[src/rtl/exc_pc_ctrl_pkg.sv]
// Shared constants for the exception/PC-source controller: PC mux codes, CP0 map, ExcCodes, FSM.
package exc_pc_ctrl_pkg;

    localparam int unsigned IRQ_W     = 6;
    // Exception vector word address (byte 0x00004180); the PC mux hardcodes it.
    localparam logic [29:0] VEC_WADDR = 30'h0000_1060;

    typedef enum logic [2:0] {
        PC_NORMAL = 3'd0,
        PC_ADD    = 3'd1,
        PC_J      = 3'd2,
        PC_JR     = 3'd3,
        PC_EPC    = 3'd4,
        PC_ERROR  = 3'd5
    } pc_src_e;

    localparam logic [4:0] CP0_STATUS = 5'd12;
    localparam logic [4:0] CP0_CAUSE  = 5'd13;
    localparam logic [4:0] CP0_EPC    = 5'd14;

    localparam logic [4:0] EXC_INT = 5'd0;
    localparam logic [4:0] EXC_SYS = 5'd8;
    localparam logic [4:0] EXC_RI  = 5'd10;
    localparam logic [4:0] EXC_OV  = 5'd12;

    typedef enum logic {
        StRun   = 1'b0,
        StFlush = 1'b1
    } state_e;

endpackage

[src/rtl/exc_pc_ctrl_cp0_regs.sv]
// CP0 Status/Cause/EPC storage and mfc0 read mux.
// Optional EXC_BD_EN adds the delay-slot input and the Cause.BD bit.
module exc_pc_ctrl_cp0_regs
    import exc_pc_ctrl_pkg::*;
(
    input  logic             clk_i,
    input  logic             rst_i,
    input  logic [IRQ_W-1:0] int_req_i,
    input  logic             wr_en_i,
    input  logic [4:0]       addr_i,
    input  logic [31:0]      wdata_i,
    input  logic             exc_take_i,
    input  logic [4:0]       exc_code_i,
    input  logic [29:0]      exc_pc_i,
`ifdef EXC_BD_EN
    input  logic             in_delay_slot_i,
`endif
    input  logic             eret_i,
    output logic [31:0]      rdata_o,
    output logic             ie_o,
    output logic             exl_o,
    output logic [IRQ_W-1:0] im_o,
    output logic [IRQ_W-1:0] ip_o,
    output logic [29:0]      epc_o
);

    logic             ie_q, ie_d;
    logic             exl_q, exl_d;
    logic [IRQ_W-1:0] im_q, im_d;
    logic [IRQ_W-1:0] ip_q;
    logic [4:0]       code_q, code_d;
    logic [29:0]      epc_q, epc_d;
    logic             bd_q, bd_d;

    always_comb begin
        ie_d   = ie_q;
        exl_d  = exl_q;
        im_d   = im_q;
        code_d = code_q;
        epc_d  = epc_q;
        bd_d   = bd_q;
        if (wr_en_i) begin
            case (addr_i)
                CP0_STATUS: begin
                    ie_d  = wdata_i[0];
                    exl_d = wdata_i[1];
                    im_d  = wdata_i[15:10];
                end
                CP0_CAUSE: code_d = wdata_i[6:2];
                CP0_EPC:   epc_d  = wdata_i[31:2];
                default: ;
            endcase
        end
        // Exception fields override a simultaneous mtc0; EPC is frozen while nested.
        if (exc_take_i) begin
            exl_d  = 1'b1;
            code_d = exc_code_i;
`ifdef EXC_BD_EN
            bd_d = ~exl_q & in_delay_slot_i;
            if (!exl_q) begin
                epc_d = in_delay_slot_i ? exc_pc_i - 30'd1 : exc_pc_i;
            end
`else
            bd_d = 1'b0;
            if (!exl_q) begin
                epc_d = exc_pc_i;
            end
`endif
        end else if (eret_i) begin
            exl_d = 1'b0;
        end
    end

    always_ff @(posedge clk_i or posedge rst_i) begin
        if (rst_i) begin
            ie_q   <= 1'b0;
            exl_q  <= 1'b0;
            im_q   <= '0;
            ip_q   <= '0;
            code_q <= '0;
            epc_q  <= '0;
            bd_q   <= 1'b0;
        end else begin
            ie_q   <= ie_d;
            exl_q  <= exl_d;
            im_q   <= im_d;
            ip_q   <= int_req_i;
            code_q <= code_d;
            epc_q  <= epc_d;
            bd_q   <= bd_d;
        end
    end

    always_comb begin
        rdata_o = 32'h0;
        case (addr_i)
            CP0_STATUS: rdata_o = {16'h0, im_q, 8'h0, exl_q, ie_q};
            CP0_CAUSE:  rdata_o = {bd_q, 15'h0, ip_q, 3'h0, code_q, 2'h0};
            CP0_EPC:    rdata_o = {epc_q, 2'b00};
            default:    rdata_o = 32'h0;
        endcase
    end

    assign ie_o  = ie_q;
    assign exl_o = exl_q;
    assign im_o  = im_q;
    assign ip_o  = ip_q;
    assign epc_o = epc_q;

endmodule

[src/rtl/exc_pc_ctrl.sv]
// PC-source arbitration, exception/interrupt entry, eret and pipeline flush control.
// Optional EXC_BD_EN adds in_delay_slot_i for branch-delay-slot exception handling.
module exc_pc_ctrl
    import exc_pc_ctrl_pkg::*;
(
    input  logic             clk_i,
    input  logic             rst_i,
    input  logic             stall_i,
    input  logic             branch_taken_i,
    input  logic             is_j_i,
    input  logic             is_jr_i,
    input  logic             is_eret_i,
    input  logic             exc_req_i,
    input  logic [4:0]       exc_code_i,
    input  logic [29:0]      exc_pc_i,
    input  logic [IRQ_W-1:0] int_req_i,
    input  logic             cp0_we_i,
    input  logic [4:0]       cp0_addr_i,
    input  logic [31:0]      cp0_wdata_i,
`ifdef EXC_BD_EN
    input  logic             in_delay_slot_i,
`endif
    output logic [31:0]      cp0_rdata_o,
    output logic [2:0]       pc_source_o,
    output logic [29:0]      epc_out_o,
    output logic             flush_o,
    output logic             exl_o
);

    state_e           state_q;
    pc_src_e          pc_src;
    logic             flush;
    logic             exc_take;
    logic             eret_fire;
    logic             cp0_wr;
    logic             int_pend;
    logic             ie, exl;
    logic [IRQ_W-1:0] im, ip;
    logic [29:0]      epc;
    logic [4:0]       take_code;

    assign int_pend  = (|(ip & im)) & ie & ~exl;
    assign take_code = exc_req_i ? exc_code_i : EXC_INT;

    always_comb begin
        pc_src    = PC_NORMAL;
        flush     = 1'b0;
        exc_take  = 1'b0;
        eret_fire = 1'b0;
        cp0_wr    = 1'b0;
        if (state_q == StFlush) begin
            flush = 1'b1;
        end else if (exc_req_i || int_pend) begin
            // Exceptions are taken even under stall.
            exc_take = 1'b1;
            pc_src   = PC_ERROR;
            flush    = 1'b1;
            cp0_wr   = cp0_we_i;
        end else if (!stall_i) begin
            cp0_wr = cp0_we_i;
            if (is_eret_i) begin
                eret_fire = 1'b1;
                pc_src    = PC_EPC;
                flush     = 1'b1;
            end else if (is_jr_i) begin
                pc_src = PC_JR;
            end else if (is_j_i) begin
                pc_src = PC_J;
            end else if (branch_taken_i) begin
                pc_src = PC_ADD;
            end
        end
    end

    always_ff @(posedge clk_i or posedge rst_i) begin
        if (rst_i) begin
            state_q <= StRun;
        end else begin
            unique case (state_q)
                StRun:   state_q <= exc_take ? StFlush : StRun;
                StFlush: state_q <= StRun;
                default: state_q <= StRun;
            endcase
        end
    end

    exc_pc_ctrl_cp0_regs u_cp0_regs (
        .clk_i           (clk_i),
        .rst_i           (rst_i),
        .int_req_i       (int_req_i),
        .wr_en_i         (cp0_wr),
        .addr_i          (cp0_addr_i),
        .wdata_i         (cp0_wdata_i),
        .exc_take_i      (exc_take),
        .exc_code_i      (take_code),
        .exc_pc_i        (exc_pc_i),
`ifdef EXC_BD_EN
        .in_delay_slot_i (in_delay_slot_i),
`endif
        .eret_i          (eret_fire),
        .rdata_o         (cp0_rdata_o),
        .ie_o            (ie),
        .exl_o           (exl),
        .im_o            (im),
        .ip_o            (ip),
        .epc_o           (epc)
    );

    assign pc_source_o = pc_src;
    assign flush_o     = flush;
    assign exl_o       = exl;
    assign epc_out_o   = epc;

endmodule

[config.mk]
export PLATFORM = sky130hd
export DESIGN_NAME = exc_pc_ctrl
export DESIGN_NICKNAME = d
export VERILOG_FILES = /design/src/rtl/exc_pc_ctrl_pkg.sv /design/src/rtl/exc_pc_ctrl_cp0_regs.sv /design/src/rtl/exc_pc_ctrl.sv
export SDC_FILE = /design/constraint.sdc
export NUM_CORES = 1
export LEC_CHECK = 0
export BUFFER_PORTS_ARGS = -buffer_cell sky130_fd_sc_hd__buf_4
export CAP_MARGIN = 20
export CORE_MARGIN = 3
export CORE_UTILIZATION = 40
export DETAILED_ROUTE_END_ITERATION = 8
export GPL_ROUTABILITY_DRIVEN = 1
export PLACE_DENSITY = 0.77
export SYNTH_ARGS = -nofsm -noshare
export SYNTH_HDL_FRONTEND = slang
export SYNTH_SLANG_ARGS = --single-unit
[constraint.sdc]
create_clock -name clk_i -period 1.6 [get_ports clk_i]
set_clock_uncertainty 0.15 [all_clocks]
set_input_delay 0.16 -clock clk_i [delete_from_list [all_inputs] [get_ports clk_i]]
set_output_delay 0.16 -clock clk_i [all_outputs]
set_load 0.05 [all_outputs]
==> results of run 1 <==
critical path, delay by kind of cell (launching register included):
| kind | cells | cell delay, ns |
|---|---|---|
| flops | 1 | 0.41 |
| compound gates | 4 | 0.71 |
| mux | 1 | 0.25 |
| buf+inv | 3 | 0.47 |
worst paths after layout:
check,start,to
setup / recovery,u_cp0_regs.ip_o[5],u_cp0_regs.epc_o[16]
hold / removal,cp0_wdata_i[5],u_cp0_regs.code_q[3]
setup reg to reg,u_cp0_regs.ip_o[5],u_cp0_regs.epc_o[16]
hold reg to reg,u_cp0_regs.code_q[3],u_cp0_regs.code_q[3]
max in group asynchronous,rst_i,u_cp0_regs.exl_o
min in group asynchronous,rst_i,u_cp0_regs.epc_o[17]
state kept, by name, summed over array words and instances, names as in the netlist:
signal and cells:
state_q 1, u_cp0_regs.code_q 5, u_cp0_regs.epc_o 30, u_cp0_regs.exl_o 1
u_cp0_regs.ie_o 1, u_cp0_regs.im_o 6, u_cp0_regs.ip_o 6
kinds of logic (layout without fill, tap and decap cells):
| group | after synthesis | count (layout) | share of synthesized area |
|---|---|---|---|
| simple gates | 81 | 81 | 0.153 |
| compound gates | 64 | 64 | 0.168 |
| flops | 50 | 50 | 0.473 |
| mux | 44 | 44 | 0.170 |
| buf+inv | 19 | 275 | 0.0364 |
| other cells | 0 | 2 | 0 |
power by group:
part	total (W)	internal [W]	switching [W]
Sequential	0.00185	0.00155	0.000292
Combinational	0.00249	0.000982	0.00151
Clock	0.00108	0.000627	0.000450
Total	0.00542	0.00316	0.00225
synth_stat cells:
library cell / number / area, µm²
dfrtp_1: 50 / 1250
nand2_1: 45 / 169
mux2i_1: 37 / 370
o21ai_1: 31 / 155
and2_1: 20 / 125
o21ai_0: 13 / 65.1
clkbuf_1: 9 / 33.8
mux2_2: 7 / 78.8
a22o_1: 5 / 43.8
a2bb2oi_1: 5 / 43.8
inv_1: 5 / 18.8
nor2_1: 4 / 15.0
a22oi_2: 3 / 37.5
buf_6: 3 / 33.8
nor3_1: 3 / 15.0
nor2b_1: 2 / 12.5
o211ai_4: 2 / 42.5
a21oi_1: 1 / 5.00
a311oi_4: 1 / 26.3
a31oi_1: 1 / 6.26
and2b_1: 1 / 7.51
buf_2: 1 / 5.00
clkbuf_2: 1 / 5.00
nand2b_1: 1 / 6.26
nand3_1: 1 / 5.00
nand4bb_1: 1 / 11.3
nor3b_1: 1 / 7.51
nor4b_4: 1 / 23.8
o21a_1: 1 / 7.51
o21bai_2: 1 / 11.3
or2_2: 1 / 6.26
routing by layer:
| layer | vias up | wire [µm] |
|---|---|---|
| li1 | 1414 | - |
| met1 | 1493 | 4110 |
| met2 | 138 | 6150 |
| met3 | 37 | 661 |
| met4 | 0 | 416 |
| met5 | - | 0 |
per-stage QoR:
step	instance area [µm²]	total power (W)	setup TNS, ns	utilization
after floorplan	2740	0.00315	-8.88	-
after global placement	4150	0.00392	-9.79	0.673
after detailed placement	4150	0.00396	-12.79	0.673
after CTS	5120	0.00523	-17.32	0.830
after global routing	5430	0.00562	-24.29	0.881
final	5430	0.00542	-20.26	0.881
cell type report:
cell class,instances,area (µm²),area share
tap,75,93.8,0.0173
timing repair buffer,262,2350,0.432
multi-input combinational,189,1580,0.290
sequential,50,1250,0.231
clock buffer,5,68.8,0.0127
inverter,5,18.8,0.00345
clock inverter,3,68.8,0.0127
antenna,2,5.00,0.000921
repair_timing:
item                       4_1_cts  5_1_grt
hold buffers                    70        2
setup buffers                    8        4
pin swaps                        4       10
setup endpoints to repair       53       60
gates cloned                     0        2
hold endpoints to repair        99        2
resized for setup               19       47
==> results by group, run 1 <==
GRT
  • Grt ovf: 0
  • Initial antenna violation count: 1
  • Global Route Usage Sum: 0.261
  • Met2 Track Usage GR: 0.486
  • M3 GR Usage: 0.0549
  • First-pass GRT wire length: 15700 µm
  • Vias in the first global route: 3270
  • GRT busiest layer: met2
  • GR Util met1: 0.284
  • Largest net degree at the start of global routing: 46

Die
  • # rows: 28
  • Die ar.: 0.00762 mm²
  • Die Height: 87.3 µm
  • Starting Density: 0.429
  • Core area: 0.00617 mm²
  • Ports: 154
  • Die span in x: 87.3 µm

Run
  • Max Cap Viol: 0

Final layout
  • # fillers: 291
  • Nets: 600
  • Share of cells above drive strength 1: 0.523
  • Fin cells: 591
  • Commonest non-fill, non-tap cell in the layout: buf_4
  • Most used cells in the layout excluding fill and tap cells: buf_4, dlygate4sd3_1, dfrtp_1
  • Area delta synth->final: 105%

Worst setup path
  • Largest stage delay, worst path: 0.41 ns
  • CP Data Arrival Time: 2.15 ns
  • Critical Path, Cell by Cell: a22oi_2 -> a311oi_4 -> buf_4 -> o211ai_4 -> buf_12 -> buf_12 -> mux2i_2 -> o21ai_1
  • CP Capture Type: flip-flop
  • Required @ worst endpoint: 1.65 ns
  • Most frequent CP cell: buf_12
  • Crit path max fanout: 5
  • FF-to-FF path depth: 8
  • WS Path Type: reg -> reg
  • Crit-path slowest cell: dfrtp_1
  • Worst setup SP type: flip-flop
  • R2R Setup Slk: -0.50 ns

Clocking
  • CTS tree: done
  • H-tree levels: 2
  • CTS root buf: clkbuf_8
  • Num CTS Buffers: 5
  • Clk buf depth: 2
  • CTS Sinks: 50
  • Clk_lat worst skew: 0.30 ns
  • Reg clk slew, reported paths: 0.10 ns

Route
  • Via-to-Cell Ratio: 5.21
  • 1st-pass router iterations: 4
  • DR vias: 3082
  • WL/cell: 19.2 µm
  • DRC violations left: 0
  • Drt total wl: 11300 µm
  • Antenna-violating nets left: 0
  • Initial drt markers: 146

Status
  • Status: finished with violations
  • Failing checks: setup timing

STA
  • Slew margin rel.: 0.745
  • Final hold violation count: 0
  • Fmax: 476 MHz
  • RSZ-0062 raised after global routing: yes
  • Fin. max-slew vios: 0
  • Final worst path period share: 1.31
  • Least-Margin Pin Slew: 0.381 ns
  • Final setup violating endpoints: 48
  • Final min period: 2.10 ns
  • Worst hold slack: 0.00712 ns
  • Final worst setup slack: -0.502 ns

Synthesis
  • YS warnings: 0
  • Post-Synthesis Cells: 258
  • Mapped Area: 0.00265 mm²
  • Seq/Total Area, Yosys: 0.473
  • Unique masters post-synth: 31
  • Syn_area_per_cell: 10.3 µm²
  • Yosys reg bits: 50
  • Synthesized net count: 345

Power
  • Pleak: 2.75 nW
  • Worst vdd ir: 0.000827 V
  • Pwr dens: 997 mW/mm²

Placed design
  • Gpl congestion: 0.836
  • Hpwl dp: 6180 µm
  • # port buffers: 153
  • Worst slack at placement: -0.370 ns
  • DP Cell Count: 496

Min path
  • Hold path depth: 3
  • Worst Hold Class: in -> reg
Note: power is estimated with default switching activity, not from simulation.
==> run 2: changes to the inputs <==
--- a/config.mk
+++ b/config.mk
@@ -5,13 +5,14 @@
 export SDC_FILE = /design/constraint.sdc
 export NUM_CORES = 1
 export LEC_CHECK = 0
+export ABC_AREA = 1
 export BUFFER_PORTS_ARGS = -buffer_cell sky130_fd_sc_hd__buf_4
 export CAP_MARGIN = 20
 export CORE_MARGIN = 3
 export CORE_UTILIZATION = 40
 export DETAILED_ROUTE_END_ITERATION = 8
 export GPL_ROUTABILITY_DRIVEN = 1
-export PLACE_DENSITY = 0.77
+export PLACE_DENSITY = 0.73
 export SYNTH_ARGS = -nofsm -noshare
 export SYNTH_HDL_FRONTEND = slang
 export SYNTH_SLANG_ARGS = --single-unit
==> results by group, run 2 <==
Die
  • Starting Density: 0.423
  • Ports: 154
  • Die ar.: 0.00956 mm²
  • Die span in x: 97.8 µm
  • Die Height: 97.8 µm
  • # rows: 32
  • Core area: 0.00797 mm²

STA
  • Final worst setup slack: -0.283 ns
  • Final worst path period share: 1.18
  • Final setup violating endpoints: 47
  • Least-Margin Pin Slew: 0.316 ns
  • Final hold violation count: 0
  • Slew margin rel.: 0.787
  • Fin. max-slew vios: 0
  • RSZ-0062 raised after global routing: yes
  • Fmax: 531 MHz
  • Final min period: 1.88 ns

Synthesis
  • Area leader, netlist: dfrtp_1
  • Unique masters post-synth: 26
  • Synthesized net count: 570
  • Post-synth EDFFs: 0
  • Synth top area cells: dfrtp_1, inv_1, nor2_1
  • Syn_area_per_cell: 6.98 µm²
  • Top FF cell, synth: dfrtp_1
  • Commonest cells post-synth: inv_1, nor2_1, nand2_1
  • YS warnings: 0
  • Seq/Total Area, Yosys: 0.371
  • Most common cell in the netlist: inv_1
  • Synth top area share: 0.371
  • Yosys reg bits: 50
  • Mapped Area: 0.00337 mm²
  • Post-Synthesis Cells: 483
  • Post-synth ARST share: 1.00

Final layout
  • Area delta synth->final: 68.3%
  • # fillers: 654
  • Share of cells above drive strength 1: 0.434
  • Commonest non-fill, non-tap cell in the layout: buf_4
  • Post-route cell area: 0.00567 mm²
  • Final Util: 0.712
  • Antenna cells: 0
  • Max reg flops: 30
  • Nets: 787
  • Most used cells in the layout excluding fill and tap cells: buf_4, inv_1, nor2_1

Clocking
  • CTS Sinks: 50
  • CTS root buf: clkbuf_8
  • Num CTS Buffers: 5
  • Clk_lat worst skew: 0.29 ns
  • Reg clk slew, reported paths: 0.09 ns
  • Clk buf depth: 2
  • H-tree levels: 2
  • CTS tree: done

Worst setup path
  • Critical Path, Cell by Cell: nand2_1 -> nand2_2 -> nor2_2 -> nand2_2 -> nand2_4 -> nand2_4 -> nand2_4 -> o41ai_4 -> buf_6
  • CP Data Arrival Time: 1.57 ns
  • Required @ worst endpoint: 1.29 ns
  • Setup crit end: pc_source_o[0]
  • CP Capture Type: output port
  • Largest stage delay, worst path: 0.40 ns
  • CP Launch Point: u_cp0_regs.im_o[5]
  • FF-to-FF path depth: 11
  • Worst setup SP type: flip-flop
  • Most frequent CP cell: nand2_4
  • Crit-path slowest cell: dfrtp_1
  • Crit path max fanout: 4
  • FF-to-FF Start: u_cp0_regs.im_o[5]
  • R2R Setup Slk: -0.25 ns
  • FF-to-FF End: u_cp0_regs.epc_o[3]
  • WS Path Type: reg -> out

GRT
  • M3 GR Usage: 0.0450
  • GRT busiest layer: met2
  • First-pass GRT wire length: 18700 µm
  • Met2 Track Usage GR: 0.414
  • Vias in the first global route: 3983
  • Grt ovf: 0
  • GR Util met1: 0.299
  • Global Route Usage Sum: 0.234
  • Initial antenna violation count: 0
  • Largest net degree at the start of global routing: 51

Status
  • Status: finished with violations
  • Failing checks: setup timing

Placed design
  • # port buffers: 153
  • DP Area: 0.00485 mm²
  • Gpl congestion: 0.876
  • Hpwl dp: 7470 µm

Power
  • Worst vdd ir: 0.000788 V
  • Pwr dens: 1150 mW/mm²
  • Pleak: 3.17 nW

Route
  • DRC violations left: 0
  • WL/cell: 14.0 µm
  • Via-to-Cell Ratio: 4.77
  • Antenna-violating nets left: 0
  • Drt total wl: 11300 µm
  • Initial drt markers: 134
  • DR vias: 3833
  • 1st-pass router iterations: 4

Run
  • Max Cap Viol: 0

Min path
  • Worst Hold Class: in -> reg
## run 2: cell types whose count changed after synthesis, moves of 6 or more
cell / before / now
mux2_2: 7 / 0
and2_1: 20 / 0
buf_2: 1 / 11
nand2_1: 45 / 82
o21ai_2: 0 / 6
nand2_2: 0 / 33
a21oi_2: 0 / 30
o21ai_0: 13 / 6
inv_1: 5 / 93
nor2_1: 4 / 89
o21ai_1: 31 / 1
nand3_1: 1 / 47
mux2i_1: 37 / 0
## run 2: cell families (layout without fill, tap and decap cells)
group,count (synthesis),count (layout),share of synthesized area
flip-flops,50,50,0.371
AND/OR/NAND/NOR,263,263,0.360
buffers and inverters,120,338,0.147
AO/OA/AOI/OAI,50,50,0.121
## run 2: cell type report
cell class / count / area [µm²] / share of cell area
Timing Repair Buffer: 232 / 2090 / 0.368
Tap cell: 102 / 128 / 0.0225
Multi-Input combinational cell: 313 / 1740 / 0.306
Inverter: 97 / 369 / 0.0651
Clock inverter: 1 / 5.00 / 0.000882
Clock buffer: 7 / 86.3 / 0.0152
Sequential cell: 50 / 1250 / 0.221
Timing Repair inverter: 1 / 6.26 / 0.00110
## run 2: power breakdown
part	internal, W	switching (W)
clock	0.000350	0.000420
combinational	0.00136	0.00229
sequential	0.00167	0.000434
total	0.00338	0.00314
## run 2: how the worst min path moves through the flow
stage / start / endpoint / slack [ns] / depth (start not counted)
after floorplan: int_req_i[0] / u_cp0_regs.ip_o[0] / 0.04 / 0
after detailed placement: rst_i / u_cp0_regs.epc_o[5] / 0.09 / 3
final: cp0_wdata_i[15] / u_cp0_regs.im_o[5] / 0.01 / 3
after global placement: rst_i / u_cp0_regs.epc_o[5] / 0.09 / 3
after CTS: cp0_wdata_i[15] / u_cp0_regs.im_o[5] / 0.004 / 3
after global routing: cp0_wdata_i[15] / u_cp0_regs.im_o[5] / 0.002 / 3
## run 2: what timing repair did
action                     4_1_cts  5_1_grt
pin swaps                       10       15
gates cloned                     4        2
setup buffers                   11        1
resized for setup               24       18
setup endpoints to repair       46       55
hold endpoints to repair        92        0
hold buffers                    43        0
## run 2: metrics by stage
step	worst slack, ns	total power (W)	setup TNS, ns	hold slack (ns)	cells
after floorplan	-0.185	0.00440	-2.37	0.0414	483
after global placement	-0.0704	0.00549	-1.19	0.0878	737
after detailed placement	-0.106	0.00555	-2.78	0.0912	737
after CTS	-0.260	0.00654	-8.36	0.00417	803
after global routing	-0.406	0.00689	-15.01	0.00151	803
final	-0.283	0.00652	-9.15	0.0125	803
## run 2: per-layer routing
| layer | part of all wire | vias up |
|---|---|---|
| met5 | 0 | - |
| met4 | 0.012 | 0 |
| met3 | 0.059 | 14 |
| met2 | 0.51 | 139 |
| met1 | 0.42 | 1793 |
| li1 | - | 1887 |
## run 2: critical path, delay by kind of cell, from the launching register on
kind | cells | cell delay, ns
AO/OA/AOI/OAI | 1 | 0.08
buffers and inverters | 1 | 0.16
flip-flops | 1 | 0.40
AND/OR/NAND/NOR | 7 | 0.63
